<file path="src/rtl/multi_player_stats.sv">
// Score, lives and turn tracker for up to four players with BCD scores and bonus lives.
// Optional high-score register enabled by defining MULTI_PLAYER_STATS_HISCORE_EN.
module multi_player_stats #(
  parameter int                        NUM_PLAYERS  = 2,
  parameter int                        SCORE_DIGITS = 4,
  parameter int                        START_LIVES  = 3,
  parameter int                        MAX_LIVES    = 9,
  parameter logic [SCORE_DIGITS*4-1:0] BONUS_SCORE  = 'h1000,
  localparam int                       PW = (NUM_PLAYERS > 1) ? $clog2(NUM_PLAYERS) : 1,
  localparam int                       SW = SCORE_DIGITS * 4
) (
  input  logic                     clk,
  input  logic                     reset,
  input  logic                     start,
  input  logic                     add_pts,
  input  logic [3:0]               add_val,
  input  logic [2:0]               add_pos,
  input  logic                     declives,
  output logic [NUM_PLAYERS*SW-1:0] scores,
  output logic [NUM_PLAYERS*4-1:0]  lives,
  output logic [PW-1:0]            cur_player,
  output logic                     playing,
  output logic                     game_over,
  output logic [SW-1:0]            hiscore,
  output logic                     new_hiscore
);

  typedef enum logic [1:0] {S_IDLE, S_PLAY, S_OVER} state_t;

  state_t                 state_q, state_d;
  logic [SW-1:0]          score_q [NUM_PLAYERS];
  logic [SW-1:0]          score_d [NUM_PLAYERS];
  logic [3:0]             lives_q [NUM_PLAYERS];
  logic [3:0]             lives_d [NUM_PLAYERS];
  logic [NUM_PLAYERS-1:0] bonus_q, bonus_d;
  logic [PW-1:0]          cur_q, cur_d;

  // Adds one digit at a chosen position with full ripple carry; overflow pins to all nines.
  function automatic logic [SW-1:0] bcd_add(input logic [SW-1:0] a,
                                            input logic [3:0]    val,
                                            input logic [2:0]    pos);
    logic [SW-1:0] r;
    logic [3:0]    v;
    logic [4:0]    s;
    logic          c;
    r = '0;
    c = 1'b0;
    v = (val > 4'd9) ? 4'd0 : val;
    for (int d = 0; d < SCORE_DIGITS; d++) begin
      s = {1'b0, a[d*4 +: 4]} + {4'b0, c} + ((int'(pos) == d) ? {1'b0, v} : 5'd0);
      if (s > 5'd9) begin
        r[d*4 +: 4] = 4'(s - 5'd10);
        c           = 1'b1;
      end else begin
        r[d*4 +: 4] = s[3:0];
        c           = 1'b0;
      end
    end
    if (c) r = {SCORE_DIGITS{4'h9}};
    return r;
  endfunction

  always_comb begin
    logic grant;
    logic dec;
    logic found;
    // NOTE: every signal driven here gets a default first, so no path can infer a latch.
    state_d = state_q;
    score_d = score_q;
    lives_d = lives_q;
    bonus_d = bonus_q;
    cur_d   = cur_q;
    grant   = 1'b0;
    dec     = 1'b0;
    found   = 1'b0;

    if (start) begin
      state_d = S_PLAY;
      cur_d   = '0;
      bonus_d = '0;
      for (int p = 0; p < NUM_PLAYERS; p++) begin
        score_d[p] = '0;
        lives_d[p] = 4'(START_LIVES);
      end
    end else if (state_q == S_PLAY) begin
      if (add_pts) score_d[cur_q] = bcd_add(score_q[cur_q], add_val, add_pos);

      // Bonus looks at registered scores, so it lands one cycle after the crossing.
      for (int p = 0; p < NUM_PLAYERS; p++) begin
        grant = !bonus_q[p] && (score_q[p] >= BONUS_SCORE);
        dec   = declives && (cur_q == PW'(p));
        if (grant) bonus_d[p] = 1'b1;
        if (grant && dec) begin
          lives_d[p] = lives_q[p];
        end else if (grant) begin
          lives_d[p] = (lives_q[p] >= 4'(MAX_LIVES)) ? lives_q[p] : lives_q[p] + 4'd1;
        end else if (dec) begin
          lives_d[p] = (lives_q[p] == 4'd0) ? 4'd0 : lives_q[p] - 4'd1;
        end
      end

      if (declives) begin
        for (int k = 1; k <= NUM_PLAYERS; k++) begin
          if (!found && lives_d[(int'(cur_q) + k) % NUM_PLAYERS] != 4'd0) begin
            cur_d = PW'((int'(cur_q) + k) % NUM_PLAYERS);
            found = 1'b1;
          end
        end
        if (!found) begin
          state_d = S_OVER;
          cur_d   = cur_q;
        end
      end
    end
  end

  always_ff @(posedge clk or posedge reset) begin
    // NOTE: sequential state uses non-blocking assignments only, so every register samples pre-edge values.
    if (reset) begin
      state_q <= S_IDLE;
      // NOTE: the per-player arrays are small register banks that must read zero after reset, so they are reset explicitly.
      score_q <= '{default: '0};
      lives_q <= '{default: '0};
      bonus_q <= '0;
      cur_q   <= '0;
    end else begin
      state_q <= state_d;
      score_q <= score_d;
      lives_q <= lives_d;
      bonus_q <= bonus_d;
      cur_q   <= cur_d;
    end
  end

  for (genvar g = 0; g < NUM_PLAYERS; g++) begin : g_pack
    assign scores[g*SW +: SW] = score_q[g];
    assign lives[g*4 +: 4]    = lives_q[g];
  end

  assign cur_player = cur_q;
  assign playing    = (state_q == S_PLAY);
  assign game_over  = (state_q == S_OVER);

`ifdef MULTI_PLAYER_STATS_HISCORE_EN
  logic [SW-1:0] hiscore_q, hiscore_d, final_max;
  logic          new_hi_q, new_hi_d;

  always_comb begin
    final_max = '0;
    for (int p = 0; p < NUM_PLAYERS; p++) begin
      if (score_d[p] > final_max) final_max = score_d[p];
    end
    hiscore_d = hiscore_q;
    new_hi_d  = new_hi_q;
    if (start) begin
      new_hi_d = 1'b0;
    end else if (state_q == S_PLAY && state_d == S_OVER) begin
      // Final scores include points credited on the same edge as the last life lost.
      if (final_max > hiscore_q) begin
        hiscore_d = final_max;
        new_hi_d  = 1'b1;
      end else begin
        new_hi_d  = 1'b0;
      end
    end
  end

  always_ff @(posedge clk or posedge reset) begin
    if (reset) begin
      hiscore_q <= '0;
      new_hi_q  <= 1'b0;
    end else begin
      hiscore_q <= hiscore_d;
      new_hi_q  <= new_hi_d;
    end
  end

  assign hiscore     = hiscore_q;
  assign new_hiscore = new_hi_q;
`else
  assign hiscore     = '0;
  assign new_hiscore = 1'b0;
`endif

endmodule

</file>
<file path="config.mk">
export PLATFORM = sky130hd
export DESIGN_NAME = multi_player_stats
export DESIGN_NICKNAME = d
export VERILOG_FILES = /design/src/rtl/multi_player_stats.sv
export SDC_FILE = /design/constraint.sdc
export NUM_CORES = 1
export LEC_CHECK = 0
export BUFFER_PORTS_ARGS = -buffer_cell sky130_fd_sc_hd__buf_2
export CAP_MARGIN = 20
export CORE_MARGIN = 3
export CORE_UTILIZATION = 45
export CTS_CLUSTER_DIAMETER = 200
export DETAILED_ROUTE_END_ITERATION = 7
export HOLD_SLACK_MARGIN = 0.1
export PLACE_DENSITY = 0.67
export SYNTH_ARGS = -nofsm -noshare
export SYNTH_HDL_FRONTEND = slang
export SYNTH_SLANG_ARGS = --single-unit
</file>
<file path="constraint.sdc">
create_clock -name clk -period 17.2 [get_ports clk]
set_input_delay 0.86 -clock clk [delete_from_list [all_inputs] [get_ports clk]]
set_output_delay 0.86 -clock clk [all_outputs]
set_load 0.03 [all_outputs]
</file>
==> flow_summary.yaml, run 1 <==
cells_and_area:
  seqCellArea_sq_um: 1130
  final_layout_size_suffix_gt1_frac: 0.210
  nets: 478
  multiInputGateArea_sq_um: 2220
  mostFrequentLayoutCells: "54 x buf_2, 45 x dfrtp_1, 32 x nor2_1, 27 x inv_1"
  fin_cells: 537
  n_fill_cell: 707
  syn2layout_area_growth_pct: 12.8
  fin_util: 0.538
  final_common_cell: "buf_2"
  diodes: 0
detailed_routing:
  first_pass_iters: 4
  vias: 3094
  routed_wirelength_um: 8460
  remaining_drc_errors: 0
  vias_per_cell: 5.76
  antenna_left: 0
  drt_iter0_markers: 122
  wire_per_inst_um: 15.8
clocking:
  clockBufferDepth: 2
  cts_root_buf: "clkbuf_8"
  path_clk_slew_ns: 0.08
  cts_tree: "built"
  numCtsBuffers: 5
  cts_max_level: 2
  postCtsSetupRepairBufs: 0
  cts_sinks: 45
  clkLatencyLatePin_ns: 0.30
  hold_buffers: 0
  cts_resized: 0
sta:
  hold_viol_final: 0
  setup_tns_ns: 0
  setup_viol: 0
  finalMaxSlewViolations: 0
  fin_crit_sh: 0.449
  slew_headroom: 0.355
  fin_skew_ns: 0.00923
  max_freq_mhz: 130
  hold_slack_ns: 0.506
  min_period_ns: 7.72
  worst_pin_slew_ns: 0.968
  rsz0062_at_grt: "no"
die:
  core_sq_um: 7490
  pin_count: 72
  initial_core_util: 0.477
  dieHeight_um: 95.0
  dieArea_sq_um: 9030
  die_w_um: 95.0
  rows: 31
setup_path:
  crit_path_max_incr_delay_ns: 0.75
  crit_path_start_kind: "input port"
  path_class: "in -> reg"
  cpMaxStageDelayCell: "o31a_1"
  crit_arrival_ns: 7.91
  path_max_fanout: 22
  path_common_cell: "fa_1"
  critical_path_required_ns: 17.39
  endpoint_kind: "register"
yosys:
  synth-seq-area-share: 0.316
  synth_mux_area_frac: 0.0631
  synth-simple-area-share: 0.177
  synth_edf_count: 0
  ys_types: 58
  synth_fa_ha_area_frac: 0.116
  synth_xor_area_frac: 0.0172
  postSynthAreaPerCell_sq_um: 9.22
  synth_ff_type: "dfrtp_1"
  syn_area_sq_um: 3570
  synth_top_family_by_area: "compound AO/OA/AOI/OAI gates"
  synth_async_sr_flop_share: 1.00
  synth-warning-count: 0
  synth_compound_area_frac: 0.227
  ys_ff_latch: 45
  syn-instance-count: 387
pwr:
  ir_drop_uv: 30.4
  leakage_nw: 2.10
  power.density_nw_per_um2: 64.2
place:
  gp_congestion: 0.927
  dp_hpwl_um: 6210
  place_inst: 527
  io_buffers: 54
flow_run:
  cap_violations: 0
run_status:
  status: "finished, final reports clean"
grt:
  grt_overflow: 0
  antenna_found_initial: 0
  grt_max_degree: 46
  grt_pass1_wl_um: 14300
  gr-usage-all-layers: 0.199
  grt_pass1_vias: 2951
worst_hold_path:
  hold_path.class: "reg -> reg"
## sequential cells by signal (all words and copies together) (netlist names)
name and count:
bonus_q 2, cur_player 1, lives 8, scores 32, state_q 2
## through the flow
step	worst slack (ns)	power [mW]	cell area, sq um
after CTS	9.49	0.261	4000
after detailed placement	9.15	0.165	3870
after global routing	8.87	0.272	4020
after global placement	9.35	0.163	3870
after floorplan	9.84	0.154	3630
final	9.48	0.259	4020
## path summary, 6_finish.rpt
| kind | startpoint | end | slack [ns] | cells past startpoint |
|---|---|---|---|---|
| setup / recovery | add_pos[0] | scores[19] | 9.48 | 30 |
| hold / removal | scores[17] | scores[17] | 0.51 | 2 |
| setup reg to reg | cur_player | scores[19] | 9.70 | 29 |
| hold reg to reg | scores[17] | scores[17] | 0.51 | 2 |
| max in group asynchronous | reset | lives[5] | 15.82 | 2 |
| min in group asynchronous | reset | lives[4] | 0.75 | 2 |
## power by group
part	internal, mW	switching (mW)	leakage, nW
sequential	0.108	0.00337	0.603
clock	0.0577	0.0378	0.0681
combinational	0.0163	0.0353	1.43
## cells in the mapped netlist, drive strengths merged, types with 6 or more instances
cell	number	area (sq um)
dfrtp	45	1130
nor2	32	120
inv	28	105
ha	22	275
nand2	22	82.6
buf	20	141
a22o	17	150
a21oi	14	70.1
a32o	14	140
o21ai	14	70.1
clkbuf	12	45.0
mux2	12	135
a21o	9	67.6
mux2i	9	90.1
nor3	9	45.0
nand2b	8	50.1
nand3	8	40.0
fa	7	140
nor2b	7	43.8
nor3b	7	52.6
o211ai	6	45.0
or3	6	37.5
## final cells by class
type	instances	area share
sequential	45	0.280
clock inverter	3	0.0162
multi-input combinational	298	0.552
clock buffer	5	0.0171
inverter	28	0.0261
tap	99	0.0308
timing repair buffer	59	0.0784
## cell families after synthesis
family | count (synthesis)
XOR/XNOR | 7
other | 1
adder cells (fa/ha/maj) | 29
buffers and inverters | 60
multiplexers | 21
flip-flops | 45
AO/OA/AOI/OAI | 105
AND/OR/NAND/NOR | 119
## critical path: cells and delay by family
family | cells | cell delay, ns
fa+ha+maj | 7 | 2.38
xor+xnor | 1 | 0.21
simple gates | 5 | 1.02
buf+inv | 6 | 0.45
compound gates | 11 | 2.98
## layer usage
| layer | part of all wire | wire, um | track usage | vias to the layer above |
|---|---|---|---|---|
| met5 | 0 | 0 | 0 | - |
| met4 | 0.0077 | 65 | 0.0397 | 0 |
| met1 | 0.44 | 3740 | 0.261 | 1522 |
| met2 | 0.50 | 4220 | 0.342 | 78 |
| met3 | 0.051 | 432 | 0.0395 | 6 |
| li1 | - | - | - | 1488 |
Power figures use the tool's default switching activity.
==> inputs of run 2 (changes only) <==
Settings changed: ABC_AREA set to 1, PLACE_DENSITY 0.67 to 0.7.
Clock period 17.2 ns to 6.7 ns, I/O delays scaled along.
==> flow_summary.yaml, run 2 <==
yosys:
  synth_area_leaders: "dfrtp_1 31%, nand2_1 10%, inv_1 8.4%"
  synth-seq-area-share: 0.306
  syn_area_sq_um: 3670
  synth_ff_type: "dfrtp_1"
  synth_async_sr_flop_share: 1.00
  synth_top_area_frac: 0.306
  syn-instance-count: 519
  yosys-top-cells-count: "100 x nand2_1, 82 x inv_1, 50 x nor2_1"
  synth_edf_count: 0
  ys_ff_latch: 45
  postSynthAreaPerCell_sq_um: 7.08
  yosysMostFrequentCell: "nand2_1"
  ys_types: 34
  synth-warning-count: 0
  yosys.area.top_type: "dfrtp_1"
detailed_routing:
  vias_per_cell: 5.24
  antenna_left: 0
  drt_iter0_markers: 160
  first_pass_iters: 4
  routed_wirelength_um: 9200
  wire_per_inst_um: 13.5
  remaining_drc_errors: 0
  vias: 3577
cells_and_area:
  diodes: 0
  nets: 621
  mostFrequentLayoutCells: "99 x nand2_1, 81 x inv_1, 54 x buf_2, 50 x nor2_1, 44 x dfrtp_1"
  largest_reg_flops: 32
  syn2layout_area_growth_pct: 14.1
  final_layout_size_suffix_gt1_frac: 0.174
  n_fill_cell: 796
  design_area_sq_um: 4190
  final_common_cell: "nand2_1"
clocking:
  hold_buffers: 0
  cts_root_buf: "clkbuf_8"
  numCtsBuffers: 5
  clockBufferDepth: 2
  cts_max_level: 2
  cts_sinks: 45
  path_clk_slew_ns: 0.09
  clkLatencyLatePin_ns: 0.31
  cts_tree: "built"
setup_path:
  crit_path_start_kind: "register"
  path_class: "reg -> reg"
  cpMaxStageDelayCell: "fa_1"
  crit_arrival_ns: 6.42
  endpoint_kind: "register"
  path_max_fanout: 9
  critical_path_required_ns: 6.85
  path_common_cell: "inv_1"
  crit_path_max_incr_delay_ns: 0.52
sta:
  setup_tns_ns: 0
  rsz0062_at_grt: "no"
  hold_slack_ns: 0.175
  hold_viol_final: 0
  min_period_ns: 6.27
  finalMaxSlewViolations: 0
  fin_crit_sh: 0.937
  fin_skew_ns: 0.00759
  setup_ws_ns: 0.425
  worst_pin_slew_ns: 0.803
  setup_viol: 0
  slew_headroom: 0.463
  max_freq_mhz: 159
place:
  pre_cts_slack_ns: -0.145
  gp_congestion: 0.877
  place_area_sq_um: 4000
  io_buffers: 54
  dp_hpwl_um: 6840
die:
  rows: 32
  dieArea_sq_um: 9290
  die_w_um: 96.4
  dieHeight_um: 96.4
  pin_count: 72
  core_sq_um: 7810
  initial_core_util: 0.471
grt:
  grt_overflow: 0
  grt_pass1_vias: 3378
  grt_pass1_wl_um: 15000
  gr-usage-all-layers: 0.204
  grt_max_degree: 46
  antenna_found_initial: 0
worst_hold_path:
  hold_path.class: "in -> async"
pwr:
  leakage_nw: 2.24
  power.density_nw_per_um2: 307
  ir_drop_uv: 116
run_status:
  status: "finished, final reports clean"
flow_run:
  cap_violations: 0
==> run 2: changes by cell type after synthesis, sizes merged, moves of 12 or more <==
cell / delta
mux2: -12
o21ai: +21
nand3: +34
a32o: -14
a22o: -17
nand2: +83
inv: +61
o22ai: +34
nor2: +23
==> run 2: through the flow <==
step                power (mW)  utilization  instances
global placement          1.02        0.512        670
finish                    1.29        0.537        683
detailed placement        1.04        0.512        670
global route              1.41        0.537        683
floorplan                0.895            -        535
CTS                       1.29        0.529        678
==> run 2: what timing repair did <==
item                                    4_1_cts  5_1_grt
buffers inserted                              0        4
endpoints found under the hold margin         0        0
resized for setup                             0       14
endpoints found under the setup margin        0       32
==> run 2: kinds of logic (layout without fill, tap and decap cells) <==
| family | after synthesis | after routing | share of synthesized area |
|---|---|---|---|
| DFF | 45 | 45 | 0.306 |
| other | 1 | 17 | 0.00102 |
| buffers and inverters | 118 | 163 | 0.144 |
| AOI/OAI and AO/OA | 105 | 105 | 0.162 |
| and+or+nand+nor | 212 | 213 | 0.252 |
| xor gates and xnor gates | 9 | 9 | 0.0215 |
| adders and majority gates | 29 | 29 | 0.113 |
==> run 2: path summary, 6_finish.rpt <==
path,from,end,slack [ns],cells past startpoint
min in group clk,start,state_q[1],0.28,2
hold / removal,reset,state_q[1],0.18,3
setup / recovery,cur_player,scores[16],0.43,30
max in group asynchronous,reset,cur_player,6.09,3
hold reg to reg,state_q[0],state_q[0],0.52,2
setup reg to reg,cur_player,scores[16],0.43,30
==> run 2: cell type report <==
type                            count  area, sq um  area share
Sequential cell                    45         1130       0.269
Clock buffer                        5         68.8      0.0164
Tap cell                          102          128      0.0304
Clock inverter                      3         65.1      0.0155
Inverter                           90          340      0.0812
Timing Repair Buffer               65          353      0.0842
Multi-Input combinational cell    373         2110       0.503
==> run 2: worst max-delay path, delay by kind of cell (launching register included) <==
| family | cells | cell delay, ns |
|---|---|---|
| compound gates | 6 | 1.00 |
| xor+xnor | 2 | 0.44 |
| fa+ha+maj | 8 | 2.68 |
| buf+inv | 9 | 0.79 |
| flops | 1 | 0.49 |
| simple gates | 5 | 0.70 |
==> run 2: layer usage <==
| layer | track usage | share of wire |
|---|---|---|
| met1 | 0.260 | 0.43 |
| met2 | 0.359 | 0.52 |
| met3 | 0.0281 | 0.046 |
| met4 | 0.0549 | 0.0080 |
| met5 | 0 | 0 |
==> run 2: power by group <==
group | switching [mW] | internal (mW) | total [mW]
combinational | 0.465 | 0.206 | 0.671
clock | 0.0997 | 0.148 | 0.248
sequential | 0.0585 | 0.311 | 0.370
total | 0.623 | 0.666 | 1.29
==> inputs of run 3 (changes only) <==
Settings changed: ABC_AREA 1 to 0.
==> flow_summary.yaml, run 3 (synthesis gave the netlist of run 1 again) <==
run_status:
  status: "finished, final reports clean"
cells_and_area:
  final_common_cell: "buf_2"
  nets: 503
  syn2layout_area_growth_pct: 19.1
  mostFrequentLayoutCells: "54 x buf_2, 44 x dfrtp_1, 32 x nor2_1, 28 x buf_4, 27 x inv_1"
  largest_reg_flops: 32
  final_layout_size_suffix_gt1_frac: 0.272
  diodes: 0
clocking:
  clockBufferDepth: 2
  clkLatencyLatePin_ns: 0.30
  cts_root_buf: "clkbuf_8"
  hold_buffers: 0
  cts_sinks: 45
  numCtsBuffers: 5
  cts_tree: "built"
  cts_max_level: 2
  path_clk_slew_ns: 0.09
setup_path:
  worstReg2RegEnd: "scores[10]"
  cpMaxStageDelayCell: "dfrtp_2"
  crit_arrival_ns: 6.49
  r2r-start: "cur_player"
  endpoint_kind: "register"
  critical_path_required_ns: 6.88
  path_class: "reg -> reg"
  path_max_fanout: 12
  critical_path.startpoint: "cur_player"
  crit_path_max_incr_delay_ns: 0.41
  r2r_cells: 28
  path_buf_inv: 6
  reg2reg_slack_ns: 0.39
  crit_path_start_kind: "register"
  cp_top_family: "adder cells"
die:
  rows: 31
  die_w_um: 95.0
  core_sq_um: 7490
  dieHeight_um: 95.0
  initial_core_util: 0.477
  pin_count: 72
  dieArea_sq_um: 9030
sta:
  min_period_ns: 6.31
  fin_skew_ns: 0.00918
  rsz0062_at_grt: "no"
  worst_pin_slew_ns: 0.964
  setup_ws_ns: 0.390
  fin_crit_sh: 0.942
  hold_viol_final: 0
  setup_viol: 0
  finalMaxSlewViolations: 0
  slew_headroom: 0.356
  max_freq_mhz: 158
grt:
  grt_overflow: 0
  grt_max_degree: 46
  grt_pass1_vias: 3216
  antenna_found_initial: 0
  gr-usage-all-layers: 0.212
  grt_pass1_wl_um: 15300
detailed_routing:
  vias_per_cell: 5.79
  antenna_left: 0
  routed_wirelength_um: 9230
  first_pass_iters: 5
  wire_per_inst_um: 16.4
  remaining_drc_errors: 0
  vias: 3252
  drt_iter0_markers: 199
place:
  gp_congestion: 0.887
  pre_cts_slack_ns: -0.176
  dp_hpwl_um: 6870
  io_buffers: 54
pwr:
  ir_drop_uv: 99.1
  p_switching_uw: 200
  sw_frac_of_total: 0.309
  power.density_nw_per_um2: 152
  leakage_nw: 2.22
  seq_power_share: 0.445
  p_total_uw: 646
  p_int_uw: 446
  power_frac_comb: 0.218
  clkPwrFrac: 0.337
flow_run:
  cap_violations: 0
worst_hold_path:
  hold_path.class: "in -> async"
[run 3: cell count changes in the layout (fill, tap and decap cells not counted), moves of 11 or more]
cell and change:
buf_4 +17, inv_1 -54, o22ai_1 -34, a22o_1 +16
mux2_2 +12, nand3_1 -31, nor2_1 -18, o21ai_0 -11
a32o_1 +14, a21oi_1 -11, nand2_1 -77
[run 3: worst max-delay path by stage]
stage          cells after the start    endpoint
6_report                          28  scores[10]
2_1_floorplan                     30  scores[10]
4_1_cts                           28  scores[27]
3_3_place_gp                      28  scores[14]
5_1_grt                           29  scores[27]
3_5_place_dp                      29  scores[27]
[run 3: area by class of cell]
class,count,area [sq um]
well taps,99,124
clock inverters,2,37.5
flip-flops and latches,45,1130
inverters,28,105
repair buffers,84,503
fillers,659,3240
clock buffers,6,82.6
multi-input cells,298,2270
[run 3: per-layer routing]
layer | track usage | vias to the layer above | share of wire
met2 | 0.378 | 102 | 0.52
li1 | - | 1538 | -
met4 | 0.0433 | 0 | 0.0082
met1 | 0.272 | 1604 | 0.42
met5 | 0 | - | 0
met3 | 0.0324 | 8 | 0.055
[run 3: worst register-to-register path: cells and delay by family (launching register included)]
kind | cells | cell delay, ns
buffers and inverters | 6 | 0.59
XOR/XNOR | 2 | 0.37
AO/OA/AOI/OAI | 8 | 1.76
AND/OR/NAND/NOR | 4 | 0.48
adder cells (fa/ha/maj) | 7 | 2.21
multiplexers | 1 | 0.36
flip-flops | 1 | 0.41
[run 3: power groups by stage]
| stage | combinational (mW) | clock (mW) | sequential [mW] |
|---|---|---|---|
| global route | 0.154 | 0.239 | 0.289 |
| CTS | 0.137 | 0.225 | 0.287 |
| finish | 0.141 | 0.218 | 0.287 |
| floorplan | 0.0961 | 0 | 0.301 |
| detailed placement | 0.136 | 0 | 0.293 |
| global placement | 0.133 | 0 | 0.292 |
[run 3: per-stage QoR]
step	hold WS [ns]	area [sq um]	std cells	utilization	setup TNS, ns
after floorplan	0.485	3650	403	-	0
after global placement	0.492	4060	550	0.543	0
after detailed placement	0.501	4060	550	0.543	-2.78
after CTS	0.297	4180	558	0.559	0
after global routing	0.326	4250	562	0.568	0
final	0.257	4250	562	0.568	0
[run 3: timing repair]
| item | in CTS | in global routing |
|---|---|---|
| endpoints found under the setup margin | 0 | 30 |
| setup buffers | 0 | 2 |
| resized for setup | 0 | 6 |
| hold endpoints to repair | 0 | 0 |
